## config.mk

```make
export PLATFORM = sky130hd
export DESIGN_NAME = digital_pll_sequencer_flat
export DESIGN_NICKNAME = d
export VERILOG_FILES = /design/src/rtl/digital_pll_sequencer_if.sv /design/src/rtl/digital_pll_sequencer.sv /design/src/flat_wrapper.sv
export SDC_FILE = /design/constraint.sdc
export NUM_CORES = 1
export LEC_CHECK = 0
export BUFFER_PORTS_ARGS = -buffer_cell sky130_fd_sc_hd__buf_2
export CORE_MARGIN = 2
export CORE_UTILIZATION = 53
export DETAILED_ROUTE_END_ITERATION = 10
export PLACE_DENSITY = 0.76
export SYNTH_ARGS = -nofsm -noshare
export SYNTH_HDL_FRONTEND = slang
export SYNTH_SLANG_ARGS = --single-unit
```

## constraint.sdc

```tcl
create_clock -name clock -period 5.1 [get_ports clock]
set_input_delay 0.51 -clock clock [delete_from_list [all_inputs] [get_ports clock]]
set_output_delay 0.51 -clock clock [all_outputs]
set_load 0.01 [all_outputs]
```

## src/rtl/digital_pll_sequencer_if.sv

```systemverilog
`default_nettype none
// ============================================================================
//  Module      : digital_pll_sequencer_if
//  Description : Configuration handshake bundle for the PLL sequencer
//                (valid/ready plus division ratio, frequency target and
//                fallback trim word).
//  Revision    : 1.0 - initial release
// ============================================================================
interface digital_pll_sequencer_if #(
    parameter int CNT_W = 12
);
    logic             cfg_valid;
    logic             cfg_ready;
    logic [4:0]       cfg_div;
    logic [CNT_W-1:0] cfg_target;
    logic [25:0]      cfg_trim;

    modport master (
        output cfg_valid, cfg_div, cfg_target, cfg_trim,
        input  cfg_ready
    );

    modport slave (
        input  cfg_valid, cfg_div, cfg_target, cfg_trim,
        output cfg_ready
    );
endinterface
`default_nettype wire

```

## src/rtl/digital_pll_sequencer.sv

```systemverilog
`default_nettype none
// ============================================================================
//  Module      : digital_pll_sequencer
//  Description : Startup and lock-supervision controller for the digital PLL.
//                Resets and enables the PLL, waits for it to settle, measures
//                its output frequency per window from a synchronized feedback
//                counter, declares lock, retries on failure and falls back
//                to open-loop DCO mode after repeated failures.
//  Revision    : 1.0 - initial release
// ============================================================================
module digital_pll_sequencer #(
    parameter int CNT_W         = 12,
    parameter int SETTLE_CYCLES = 256,
    parameter int WINDOW_CYCLES = 64,
    parameter int TOL           = 2,
    parameter int MAX_WINDOWS   = 16,
    parameter int MAX_RETRIES   = 3
) (
    input  wire                     clock,
    input  wire                     reset,
    input  wire                     enable,
    digital_pll_sequencer_if.slave  cfg,
    input  wire  [CNT_W-1:0]        fb_count,
    output logic                    pll_resetb,
    output logic                    pll_enable,
    output logic                    pll_dco,
    output logic [4:0]              pll_div,
    output logic [25:0]             pll_ext_trim,
    output logic                    locked,
    output logic                    fail,
    output logic                    lock_lost
);

    localparam int RST_CYCLES = 4;
    localparam int SEQ_W      = $clog2(SETTLE_CYCLES + RST_CYCLES);
    localparam int WIN_W      = $clog2(WINDOW_CYCLES + 1);
    localparam int NWIN_W     = $clog2(MAX_WINDOWS + 1);
    localparam int RTY_W      = $clog2(MAX_RETRIES + 1);

    typedef enum logic [2:0] {
        S_IDLE     = 3'd0,
        S_PLLRST   = 3'd1,
        S_SETTLE   = 3'd2,
        S_MEASURE  = 3'd3,
        S_LOCKED   = 3'd4,
        S_FALLBACK = 3'd5
    } state_t;

    state_t             r_state;
    logic [4:0]         r_div;
    logic [CNT_W-1:0]   r_target;
    logic [25:0]        r_trim;
    logic               r_cfg_loaded;
    logic               r_ready;
    logic [SEQ_W-1:0]   r_cnt;
    logic [WIN_W-1:0]   r_wcnt;
    logic [NWIN_W-1:0]  r_nwin;
    logic [RTY_W-1:0]   r_retry;
    logic [CNT_W-1:0]   r_base;
    logic               r_good_seen;
    logic               r_bad_seen;

    logic               w_fire;
    logic [CNT_W-1:0]   w_delta;
    logic [CNT_W-1:0]   w_err;
    logic               w_good;
    logic               w_close;
    logic               w_lock_now;
    logic               w_attempt_over;
    logic               w_retry;
    logic               w_start;
    logic [4:0]         w_new_div;

    assign cfg.cfg_ready = r_ready;
    assign w_fire        = cfg.cfg_valid & r_ready;

    // Modular subtraction makes the window delta immune to counter wrap;
    // the error magnitude is formed by ordering the operands first.
    assign w_delta = fb_count - r_base;
    assign w_err   = (w_delta >= r_target) ? (w_delta - r_target) : (r_target - w_delta);
    assign w_good  = (w_err <= CNT_W'(TOL));
    assign w_close = (r_wcnt == WIN_W'(WINDOW_CYCLES - 1));

    assign w_lock_now     = (r_state == S_MEASURE) && w_close && w_good && r_good_seen;
    assign w_attempt_over = (r_state == S_MEASURE) && w_close && !w_lock_now &&
                            (r_nwin == NWIN_W'(MAX_WINDOWS - 1));
    assign w_retry        = w_attempt_over && (r_retry < RTY_W'(MAX_RETRIES));

    // Every route into PLL reset: start from idle, reconfiguration, or retry.
    assign w_start = ((r_state == S_IDLE) && (w_fire || r_cfg_loaded)) ||
                     (((r_state == S_LOCKED) || (r_state == S_FALLBACK)) && w_fire) ||
                     w_retry;
    assign w_new_div = w_fire ? cfg.cfg_div : r_div;

    // Sequencer FSM with config capture, window measurement and registered outputs.
    always_ff @(posedge clock or posedge reset) begin
        if (reset) begin
            r_state      <= S_IDLE;
            r_div        <= '0;
            r_target     <= '0;
            r_trim       <= '0;
            r_cfg_loaded <= 1'b0;
            r_ready      <= 1'b1;
            r_cnt        <= '0;
            r_wcnt       <= '0;
            r_nwin       <= '0;
            r_retry      <= '0;
            r_base       <= '0;
            r_good_seen  <= 1'b0;
            r_bad_seen   <= 1'b0;
            pll_resetb   <= 1'b0;
            pll_enable   <= 1'b0;
            pll_dco      <= 1'b0;
            pll_div      <= '0;
            pll_ext_trim <= '0;
            locked       <= 1'b0;
            fail         <= 1'b0;
            lock_lost    <= 1'b0;
        end else begin
            lock_lost <= 1'b0;

            if (w_fire) begin
                r_div        <= cfg.cfg_div;
                r_target     <= cfg.cfg_target;
                r_trim       <= cfg.cfg_trim;
                r_cfg_loaded <= 1'b1;
            end

            if (!enable) begin
                r_state      <= S_IDLE;
                r_ready      <= 1'b1;
                r_retry      <= '0;
                pll_resetb   <= 1'b0;
                pll_enable   <= 1'b0;
                pll_dco      <= 1'b0;
                pll_div      <= '0;
                pll_ext_trim <= '0;
                locked       <= 1'b0;
                fail         <= 1'b0;
            end else if (w_start) begin
                r_state      <= S_PLLRST;
                r_cnt        <= '0;
                r_ready      <= 1'b0;
                r_retry      <= w_retry ? (r_retry + RTY_W'(1)) : '0;
                pll_resetb   <= 1'b0;
                pll_enable   <= 1'b1;
                pll_dco      <= 1'b0;
                pll_div      <= w_new_div;
                pll_ext_trim <= '0;
                locked       <= 1'b0;
                fail         <= 1'b0;
            end else begin
                case (r_state)
                    S_PLLRST: begin
                        if (r_cnt == SEQ_W'(RST_CYCLES - 1)) begin
                            r_state    <= S_SETTLE;
                            r_cnt      <= '0;
                            pll_resetb <= 1'b1;
                        end else begin
                            r_cnt <= r_cnt + SEQ_W'(1);
                        end
                    end
                    S_SETTLE: begin
                        if (r_cnt == SEQ_W'(SETTLE_CYCLES - 1)) begin
                            r_state     <= S_MEASURE;
                            r_base      <= fb_count;
                            r_wcnt      <= '0;
                            r_nwin      <= '0;
                            r_good_seen <= 1'b0;
                        end else begin
                            r_cnt <= r_cnt + SEQ_W'(1);
                        end
                    end
                    S_MEASURE: begin
                        if (w_close) begin
                            r_wcnt      <= '0;
                            r_base      <= fb_count;
                            r_nwin      <= r_nwin + NWIN_W'(1);
                            r_good_seen <= w_good;
                            if (w_lock_now) begin
                                r_state    <= S_LOCKED;
                                r_ready    <= 1'b1;
                                r_retry    <= '0;
                                r_bad_seen <= 1'b0;
                                locked     <= 1'b1;
                            end else if (w_attempt_over) begin
                                // Retries exhausted (a pending retry is taken by w_start).
                                r_state      <= S_FALLBACK;
                                r_ready      <= 1'b1;
                                pll_dco      <= 1'b1;
                                pll_ext_trim <= r_trim;
                                fail         <= 1'b1;
                            end
                        end else begin
                            r_wcnt <= r_wcnt + WIN_W'(1);
                        end
                    end
                    S_LOCKED: begin
                        if (w_close) begin
                            r_wcnt <= '0;
                            r_base <= fb_count;
                            if (w_good) begin
                                r_bad_seen <= 1'b0;
                            end else if (r_bad_seen) begin
                                // Second bad window in a row: re-measure without PLL reset.
                                r_state     <= S_MEASURE;
                                r_ready     <= 1'b0;
                                r_nwin      <= '0;
                                r_good_seen <= 1'b0;
                                r_bad_seen  <= 1'b0;
                                locked      <= 1'b0;
                                lock_lost   <= 1'b1;
                            end else begin
                                r_bad_seen <= 1'b1;
                            end
                        end else begin
                            r_wcnt <= r_wcnt + WIN_W'(1);
                        end
                    end
                    default: begin
                    end
                endcase
            end
        end
    end

endmodule
`default_nettype wire

```

## src/flat_wrapper.sv

```systemverilog
// flat-port wrapper written by rule: the top's interface ports become plain ports
module digital_pll_sequencer_flat 
#(
    parameter int CNT_W         = 12,
    parameter int SETTLE_CYCLES = 256,
    parameter int WINDOW_CYCLES = 64,
    parameter int TOL           = 2,
    parameter int MAX_WINDOWS   = 16,
    parameter int MAX_RETRIES   = 3
)
  (clock, reset, enable, fb_count, pll_resetb, pll_enable, pll_dco, pll_div, pll_ext_trim, locked, fail, lock_lost, cfg_cfg_valid, cfg_cfg_div, cfg_cfg_target, cfg_cfg_trim, cfg_cfg_ready);
  digital_pll_sequencer_if #(.CNT_W(CNT_W)) cfg_i ();
  input  wire clock;
  input  wire reset;
  input  wire enable;
  input  wire  [CNT_W-1:0] fb_count;
  output logic pll_resetb;
  output logic pll_enable;
  output logic pll_dco;
  output logic [4:0] pll_div;
  output logic [25:0] pll_ext_trim;
  output logic locked;
  output logic fail;
  output logic lock_lost;
  input wire logic [$bits(cfg_i.cfg_valid)-1:0] cfg_cfg_valid;
  input wire logic [$bits(cfg_i.cfg_div)-1:0] cfg_cfg_div;
  input wire logic [$bits(cfg_i.cfg_target)-1:0] cfg_cfg_target;
  input wire logic [$bits(cfg_i.cfg_trim)-1:0] cfg_cfg_trim;
  output wire logic [$bits(cfg_i.cfg_ready)-1:0] cfg_cfg_ready;
  assign cfg_i.cfg_valid = cfg_cfg_valid;
  assign cfg_i.cfg_div = cfg_cfg_div;
  assign cfg_i.cfg_target = cfg_cfg_target;
  assign cfg_i.cfg_trim = cfg_cfg_trim;
  assign cfg_cfg_ready = cfg_i.cfg_ready;
  digital_pll_sequencer #(.CNT_W(CNT_W), .SETTLE_CYCLES(SETTLE_CYCLES), .WINDOW_CYCLES(WINDOW_CYCLES), .TOL(TOL), .MAX_WINDOWS(MAX_WINDOWS), .MAX_RETRIES(MAX_RETRIES)) u_core (.clock(clock), .reset(reset), .enable(enable), .cfg(cfg_i), .fb_count(fb_count), .pll_resetb(pll_resetb), .pll_enable(pll_enable), .pll_dco(pll_dco), .pll_div(pll_div), .pll_ext_trim(pll_ext_trim), .locked(locked), .fail(fail), .lock_lost(lock_lost));
endmodule
```

# After elaboration in Yosys (flattened, before gate mapping)
# Index checks and enable logic that the tools add are counted.
[classes]
add_sub_neg = 7
n_lt_le_gt_ge = 3
n_eq_ne = 35
mux = 83
bitwise_logic = 2
n_reduce_logical = 30
[ops]
columns = ["op", "count"]
rows = [
  ["26-bit 2-to-1 mux", 6],
  ["5-bit 2-to-1 mux", 8],
  ["1-bit 2-to-1 mux", 36],
  ["12-bit 2-to-1 mux", 3],
  ["12-bit subtractor", 3],
  ["3-bit 2-to-1 mux", 10],
  ["9-bit 2-to-1 mux", 3],
  ["4-bit by 2-bit != test with 1-bit output, second input constant", 6],
  ["12-bit one-hot mux with 2 select lines", 1],
  ["3-bit by 1-bit != test with 1-bit output, second input constant", 6],
  ["9-bit one-hot mux with 2 select lines", 1],
  ["6-bit AND reduction", 3],
  ["8-bit AND reduction", 2],
  ["5-bit one-hot mux with 3 select lines", 1],
  ["7-bit 2-to-1 mux", 2],
  ["2-bit by 1-bit != test with 1-bit output, second input constant", 7],
  ["7-bit one-hot mux with 2 select lines", 1],
  ["12-bit >= comparator", 1],
  ["12-bit by 2-bit <= comparator with 1-bit output, second input constant", 1],
  ["2-bit 2-to-1 mux", 6],
  ["3-bit one-hot mux with 4 select lines", 1],
  ["9-bit by 1-bit adder with 9-bit output, second input constant", 1],
  ["9-bit by 2-bit == test with 1-bit output, second input constant", 1],
  ["9-bit by 8-bit == test with 1-bit output, second input constant", 1],
  ["31 further kinds", 49],
]
[totals]
register_bits = 121
input_bits = 59
output_inout_bits = 38
word_cells = 180

# Logic depth before layout (Yosys ltp)
[logic_depth]
ltp_word = 15
depth_mapped = 27

# Least setup slack after synthesis
# Ideal clock, no wire load.
[synth_path]
path_type = "input-to-reg"
from = "in fb_count[0]"
to = "reg u_core.r_nwin[3]"
setup_ns = 0.069
t_arrival_ns = 5.217
required_ns = 5.031
path_slack_ns = -0.186
stages = 25
cell_sequence = "inv_1 ha_1 inv_1 fa_1 a21o_1 a21oi_1 o21bai_1 a21oi_1 o21ai_0 a21oi_1 o21bai_1 a21oi_1 xnor2_1 ha_1 nand2_1 a21oi_1 a221oi_2 nand2_1 a2111oi_4 o21ai_1 a32oi_2 a31oi_1 or4_1 or4_1 nand3_1"
[synth_via]
elab_chain_cells = 13
elab_cells_between_ends = 16
cone_classes = "add/sub (3); order compare (2); eq/ne (1); mux (1); bitwise (1); reduce/logical (8)"
[synth_lines]
columns = ["element", "line", "text"]
rows = [
  ["start: declaration", "flat_wrapper.sv:16", "input wire [CNT_W-1:0] fb_count;"],
  ["12-bit subtractor (*)", "digital_pll_sequencer.sv:79", "assign w_delta = fb_count - r_base;"],
  ["12-bit subtractor / 12-bit >= comparator (equally long branches)", "digital_pll_sequencer.sv:80", "assign w_err = (w_delta >= r_target) ? (w_delta - r_target) : (r_target - w_delta);"],
  ["12-bit 2-to-1 mux (*)", "digital_pll_sequencer.sv:80", ""],
  ["12-bit by 2-bit <= comparator with 1-bit output (*)", "digital_pll_sequencer.sv:81", "assign w_good = (w_err <= CNT_W'(TOL));"],
  ["1-bit logical AND (2 in series)", "digital_pll_sequencer.sv:84", "assign w_lock_now = (r_state == S_MEASURE) && w_close && w_good && r_good_seen;"],
  ["1-bit zero test", "digital_pll_sequencer.sv:85", "assign w_attempt_over = (r_state == S_MEASURE) && w_close && !w_lock_now &&"],
  ["1-bit logical AND (2 in series)", "digital_pll_sequencer.sv:85", ""],
  ["1-bit logical AND", "digital_pll_sequencer.sv:87", "assign w_retry = w_attempt_over && (r_retry < RTY_W'(MAX_RETRIES));"],
  ["1-bit logical OR", "digital_pll_sequencer.sv:91", "(((r_state == S_LOCKED) || (r_state == S_FALLBACK)) && w_fire) ||"],
  ["1-bit NOT (no line)", "n/a", ""],
  ["8-bit AND reduction (no line) (*)", "n/a", ""],
  ["end signal: assignment", "digital_pll_sequencer.sv:178", "r_nwin <= r_nwin + NWIN_W'(1);"],
  ["end: declaration", "digital_pll_sequencer.sv:57", "logic [NWIN_W-1:0] r_nwin;"],
]
# Mark *: on every way between the ends. The rest lies on a longest branch, timed or not.
# A chain may end at the register's enable or synchronous reset.

# Worst setup path in the final report
[layout_path]
from = "reg u_core.r_base[1]"
to = "reg u_core.r_nwin[3]"
[layout_via]
elab_chain_cells = 13
elab_cells_between_ends = 16
cone_classes = "add/sub (3); order compare (2); eq/ne (1); mux (1); bitwise (1); reduce/logical (8)"
[layout_lines]
columns = ["element", "line", "text"]
rows = [
  ["start: declaration", "digital_pll_sequencer.sv:59", "logic [CNT_W-1:0] r_base;"],
  ["start signal: assignment", "digital_pll_sequencer.sv:166", "r_base <= fb_count;"],
  ["start signal: assignment", "digital_pll_sequencer.sv:177", "r_base <= fb_count;"],
  ["start signal: assignment", "digital_pll_sequencer.sv:201", "r_base <= fb_count;"],
  ["12-bit subtractor (*)", "digital_pll_sequencer.sv:79", ""],
  ["12-bit subtractor / 12-bit >= comparator (equally long branches)", "digital_pll_sequencer.sv:80", ""],
  ["12-bit 2-to-1 mux (*)", "digital_pll_sequencer.sv:80", ""],
  ["12-bit by 2-bit <= comparator with 1-bit output (*)", "digital_pll_sequencer.sv:81", ""],
  ["1-bit logical AND (2 in series)", "digital_pll_sequencer.sv:84", ""],
  ["1-bit zero test", "digital_pll_sequencer.sv:85", ""],
  ["1-bit logical AND (2 in series)", "digital_pll_sequencer.sv:85", ""],
  ["1-bit logical AND", "digital_pll_sequencer.sv:87", ""],
  ["1-bit logical OR", "digital_pll_sequencer.sv:91", ""],
  ["1-bit NOT (no line)", "n/a", ""],
  ["8-bit AND reduction (no line) (*)", "n/a", ""],
]
# Marked as above.

==> impl_results.html <==
<table>
<tr><th>Metric</th><th>Value</th></tr>
<tr><th colspan="2">Status</th></tr>
<tr><td>Failing checks</td><td>negative setup slack</td></tr>
<tr><td>Result of the run</td><td>finished with violations</td></tr>
<tr><th colspan="2">Clock tree</th></tr>
<tr><td>Clock latency on the worst-skew pair</td><td>420 ps</td></tr>
<tr><td>CTS Root Buffer Type</td><td>sky130_fd_sc_hd__clkbuf_16</td></tr>
<tr><td>Number of buffers added by the clock tree synthesis step</td><td>17</td></tr>
<tr><td>Number of H-tree branching levels</td><td>4</td></tr>
<tr><td>Clock sinks</td><td>121</td></tr>
<tr><td>Count of hold buffers inserted by post-cts repair</td><td>0</td></tr>
<tr><td>Clock transition at the register clock pins on the worst setup and hold paths after CTS</td><td>60 ps</td></tr>
<tr><td>Buffer depth of the longest clock path</td><td>2</td></tr>
<tr><td>CTS tree</td><td>built</td></tr>
<tr><th colspan="2">Run</th></tr>
<tr><td>Max cap viols</td><td>0</td></tr>
<tr><th colspan="2">Yosys</th></tr>
<tr><td>Sequential share of the synthesized area</td><td>43.2%</td></tr>
<tr><td>Register bit count reported by yosys</td><td>121</td></tr>
<tr><td>Combinational family with the most area after synthesis</td><td>multiplexers</td></tr>
<tr><td>Cell count after synthesis</td><td>694</td></tr>
<tr><td>Number of warnings printed during yosys synthesis</td><td>0</td></tr>
<tr><td>Area contributors post-synth</td><td>sky130_fd_sc_hd__dfrtp_1 43%, sky130_fd_sc_hd__mux2_2 9.5%, sky130_fd_sc_hd__ha_1 7.1%</td></tr>
<tr><td>Number of flops mapped to enable cells by yosys</td><td>0</td></tr>
<tr><td>Multiplexer share of the synthesized area</td><td>14.5%</td></tr>
<tr><td>Mapped cell area</td><td>7010 sq um</td></tr>
<tr><td>Basic-gate share of the synthesized area counting and, or, nand and nor cells</td><td>12.3%</td></tr>
<tr><td>Xor-xnor portion of the synthesized cell area</td><td>2.50%</td></tr>
<tr><td>Count of different cell masters after synthesis</td><td>65</td></tr>
<tr><td>Mapped Avg Cell Area</td><td>10.1 sq um</td></tr>
<tr><td>Post-synthesis cell type with the largest combined area</td><td>sky130_fd_sc_hd__dfrtp_1</td></tr>
<tr><td>Compound-cell area share of the yosys netlist</td><td>14.2%</td></tr>
<tr><td>Adder-cell area share of the yosys netlist</td><td>7.99%</td></tr>
<tr><td>Net Count, Synth</td><td>796</td></tr>
<tr><td>Top flip-flop cell by instance count after synthesis</td><td>sky130_fd_sc_hd__dfrtp_1</td></tr>
<tr><td>Share of the synthesized area in the top cell type</td><td>42.8%</td></tr>
<tr><td>Ys async rst share</td><td>100%</td></tr>
<tr><th colspan="2">Final layout</th></tr>
<tr><td>Most common cell after layout, fill and taps aside</td><td>sky130_fd_sc_hd__dfrtp_1</td></tr>
<tr><td>Share of post-route cells with drive strength above 1</td><td>35.2%</td></tr>
<tr><td>Final std cell area, no fill</td><td>8870 sq um</td></tr>
<tr><td>Utilization after layout</td><td>67.8%</td></tr>
<tr><td>Nets@finish</td><td>939</td></tr>
<tr><td>P&amp;R area growth vs syn</td><td>26.5%</td></tr>
<tr><td>Antenna cell count</td><td>0</td></tr>
<tr><td>Commonest cells after routing, fill and taps aside</td><td>120 x sky130_fd_sc_hd__dfrtp_1, 96 x sky130_fd_sc_hd__buf_2, 63 x sky130_fd_sc_hd__inv_1</td></tr>
<tr><th colspan="2">Timing</th></tr>
<tr><td>Tmin final</td><td>5230 ps</td></tr>
<tr><td>Unrepaired setup endpoints after global routing</td><td>yes</td></tr>
<tr><td>Post-route fraction of the period consumed by the critical path</td><td>103%</td></tr>
<tr><td>Max-slew violation count</td><td>0</td></tr>
<tr><td>Maximum operating frequency</td><td>191 MHz</td></tr>
<tr><td>Number of hold-slack violations in the final timing report</td><td>0</td></tr>
<tr><td>Final setup vio count</td><td>15</td></tr>
<tr><td>Setup Skew</td><td>6.01 ps</td></tr>
<tr><td>Worst Tran Pin Value</td><td>1090 ps</td></tr>
<tr><td>Slew HR</td><td>27.5%</td></tr>
<tr><td>Minimum setup slack in the final design</td><td>-134 ps</td></tr>
<tr><th colspan="2">Placement</th></tr>
<tr><td>Placer's final routability congestion estimate</td><td>0.998</td></tr>
<tr><td>Hpwl dp</td><td>12100 microns</td></tr>
<tr><td>Placement-stage cell area</td><td>7980 sq um</td></tr>
<tr><td>Setup slack at placement</td><td>-358 ps</td></tr>
<tr><td>Number of buffer cells added on primary ports</td><td>96</td></tr>
<tr><th colspan="2">Detailed routing</th></tr>
<tr><td>Initial drt markers</td><td>466</td></tr>
<tr><td>Sum of routed wire length over all layers</td><td>17700 microns</td></tr>
<tr><td>Via-per-instance ratio</td><td>5.74</td></tr>
<tr><td>WL/cell</td><td>17.2 microns</td></tr>
<tr><td>Number of remaining DRC errors</td><td>0</td></tr>
<tr><td>Number of nets with antenna violations after detailed routing</td><td>0</td></tr>
<tr><td>First-pass iteration count of the detailed router</td><td>5</td></tr>
<tr><td>Via Count</td><td>5889</td></tr>
<tr><th colspan="2">Die</th></tr>
<tr><td>Vert. Die Dim</td><td>119 microns</td></tr>
<tr><td>Die area</td><td>14200 sq um</td></tr>
<tr><td>Boundary pin count</td><td>97</td></tr>
<tr><td>Starting density of the core</td><td>53.6%</td></tr>
<tr><td>Number of rows in the core area</td><td>42</td></tr>
<tr><td>Horizontal die dimension</td><td>119 microns</td></tr>
<tr><td>Placeable core region</td><td>13100 sq um</td></tr>
<tr><th colspan="2">Critical path</th></tr>
<tr><td>Crit Path Max Fanout</td><td>4</td></tr>
<tr><td>Crit path arrival time</td><td>5590 ps</td></tr>
<tr><td>Sort of element at the end of the critical path</td><td>register</td></tr>
<tr><td>Critical path required time</td><td>5450 ps</td></tr>
<tr><td>CP Class</td><td>register to register</td></tr>
<tr><td>Category of the worst setup path launch point</td><td>register</td></tr>
<tr><th colspan="2">Worst hold path</th></tr>
<tr><td>HP Class</td><td>primary input to register</td></tr>
<tr><th colspan="2">Pwr</th></tr>
<tr><td>Total power per unit cell area</td><td>369 nW/um^2</td></tr>
<tr><td>Total power of the final layout</td><td>3.27 mW</td></tr>
<tr><td>Leak</td><td>4.16 nW</td></tr>
<tr><td>Worst vdd ir</td><td>0.000233 V</td></tr>
<tr><th colspan="2">Global routing</th></tr>
<tr><td>Wire length of the first global-routing pass</td><td>28200 microns</td></tr>
<tr><td>Final global-route overflow total</td><td>0</td></tr>
<tr><td>Pin count of the biggest net entering global routing</td><td>89</td></tr>
<tr><td>Via count of the first global-routing pass</td><td>5952</td></tr>
<tr><td>GRT Resource Usage Total</td><td>24.8%</td></tr>
<tr><td>Antenna violations before repair</td><td>0</td></tr>
</table>
[cell families after synthesis]
kind of cell | Yosys count
buffers and inverters | 92
multiplexers | 94
XOR/XNOR | 20
flip-flops | 121
AO/OA/AOI/OAI | 144
AND/OR/NAND/NOR | 180
adder cells (fa/ha/maj) | 43
[synth_stat cells (2+ instances only)]
library cell,number
sky130_fd_sc_hd__or3_1,3
sky130_fd_sc_hd__nor2_1,65
sky130_fd_sc_hd__nor3b_1,2
sky130_fd_sc_hd__a21boi_0,2
sky130_fd_sc_hd__o21ai_1,2
sky130_fd_sc_hd__dfrtp_1,120
sky130_fd_sc_hd__mux2_2,59
sky130_fd_sc_hd__a221oi_2,2
sky130_fd_sc_hd__o21bai_1,4
sky130_fd_sc_hd__xor2_1,8
sky130_fd_sc_hd__clkbuf_1,11
sky130_fd_sc_hd__nand3_1,15
sky130_fd_sc_hd__nand3b_1,3
sky130_fd_sc_hd__o221ai_1,3
sky130_fd_sc_hd__inv_1,65
sky130_fd_sc_hd__nor3_1,7
sky130_fd_sc_hd__nand4_1,6
sky130_fd_sc_hd__a21oi_2,3
sky130_fd_sc_hd__o22ai_1,8
sky130_fd_sc_hd__or2_2,3
sky130_fd_sc_hd__a21oi_1,38
sky130_fd_sc_hd__and3_1,15
sky130_fd_sc_hd__xnor2_1,12
sky130_fd_sc_hd__buf_2,11
sky130_fd_sc_hd__o31ai_1,9
sky130_fd_sc_hd__a211oi_1,5
sky130_fd_sc_hd__nor2b_1,4
sky130_fd_sc_hd__o21a_1,2
sky130_fd_sc_hd__a21o_1,11
sky130_fd_sc_hd__o2bb2ai_1,3
sky130_fd_sc_hd__mux2i_1,35
sky130_fd_sc_hd__buf_4,3
sky130_fd_sc_hd__ha_1,40
sky130_fd_sc_hd__nand2b_1,7
sky130_fd_sc_hd__a211oi_2,2
sky130_fd_sc_hd__a31oi_1,6
sky130_fd_sc_hd__fa_1,3
sky130_fd_sc_hd__nand2_1,40
sky130_fd_sc_hd__o21ai_0,25
sky130_fd_sc_hd__o211ai_1,6
sky130_fd_sc_hd__or4_1,2
[critical path, stage by stage (launching register included)]
cell                       delay [ps]
sky130_fd_sc_hd__dfrtp_1          390
sky130_fd_sc_hd__inv_2             80
sky130_fd_sc_hd__ha_4             190
sky130_fd_sc_hd__a21o_1           160
sky130_fd_sc_hd__a21o_1           200
sky130_fd_sc_hd__a21oi_2          150
sky130_fd_sc_hd__o21bai_2         110
sky130_fd_sc_hd__a21oi_2          190
sky130_fd_sc_hd__o21ai_2           80
sky130_fd_sc_hd__and2_4           170
sky130_fd_sc_hd__o21ai_4          120
sky130_fd_sc_hd__nand2b_1         100
sky130_fd_sc_hd__xor2_1           160
sky130_fd_sc_hd__ha_1             350
sky130_fd_sc_hd__nand4_1          160
sky130_fd_sc_hd__a2111o_1         520
sky130_fd_sc_hd__and2_4           220
sky130_fd_sc_hd__mux2i_4          190
sky130_fd_sc_hd__xnor2_2          150
sky130_fd_sc_hd__and3_1           220
sky130_fd_sc_hd__a31o_2           220
sky130_fd_sc_hd__or4_4            540
sky130_fd_sc_hd__or4_1            410
sky130_fd_sc_hd__nand3_1           90
[metrics by stage]
| stage | TNS [ps] | hold WS, ps | instances |
|---|---|---|---|
| finish | -645 | 320 | 1026 |
| global route | -12110 | 315 | 1026 |
| CTS | 0 | 306 | 1020 |
| detailed placement | -11780 | 462 | 985 |
| global placement | -1120 | 450 | 985 |
| floorplan | 0 | 435 | 694 |
[routing by layer]
| layer | track usage [%] | wire (microns) | vias up |
|---|---|---|---|
| met5 | 0 | 0 | - |
| met4 | 11.6 | 632 | 0 |
| met3 | 6.42 | 1180 | 65 |
| met2 | 41.6 | 8760 | 245 |
| met1 | 29.8 | 7120 | 2858 |
| li1 | - | - | 2721 |
[power breakdown]
group	internal, mW	switching, mW
registers	1.05	0.0594
clock network	0.744	0.477
logic	0.436	0.510
[flip-flops by register name, indices dropped and copies added (netlist names)]
register              flops
u_core.pll_ext_trim      26
u_core.r_trim            26
u_core.r_base            12
u_core.r_target          12
u_core.r_cnt              9
u_core.r_wcnt             7
u_core.pll_div            5
u_core.r_div              5
u_core.r_nwin             5
u_core.r_state            3
u_core.r_retry            2
u_core.cfg.cfg_ready      1
u_core.lock_lost          1
u_core.locked             1
u_core.pll_dco            1
u_core.pll_enable         1
u_core.pll_resetb         1
u_core.r_bad_seen         1
u_core.r_cfg_loaded       1
u_core.r_good_seen        1
[area by class of cell]
class                           count  area, sq um
Fill cell                         953         4210
Multi-Input combinational cell    481         3830
Sequential cell                   121         3030
Timing Repair Buffer              151          946
Clock buffer                       18          439
Inverter                           65          246
Tap cell                          176          220
Clock inverter                     14          163
[final timing paths]
path	slack (ps)	start	to	cells past startpoint
worst max register to register	-130	u_core.r_base[1]	u_core.r_nwin[3]	23
worst max-delay path	-130	u_core.r_base[1]	u_core.r_nwin[3]	23
max in group asynchronous	3700	reset	u_core.pll_ext_trim[8]	3
worst min-delay path	320	cfg_cfg_trim[18]	u_core.r_trim[18]	2
min in group asynchronous	380	reset	u_core.r_trim[9]	2
worst min register to register	470	u_core.r_nwin[4]	u_core.r_nwin[4]	2
[timing repair]
action                     in CTS  in global routing
gates resized for setup         8                 45
hold endpoints to repair        0                  0
setup endpoints to repair      27                 75
pin swaps                      14                 18
buffers inserted                3                  6
Power figures use the tool's default switching activity.
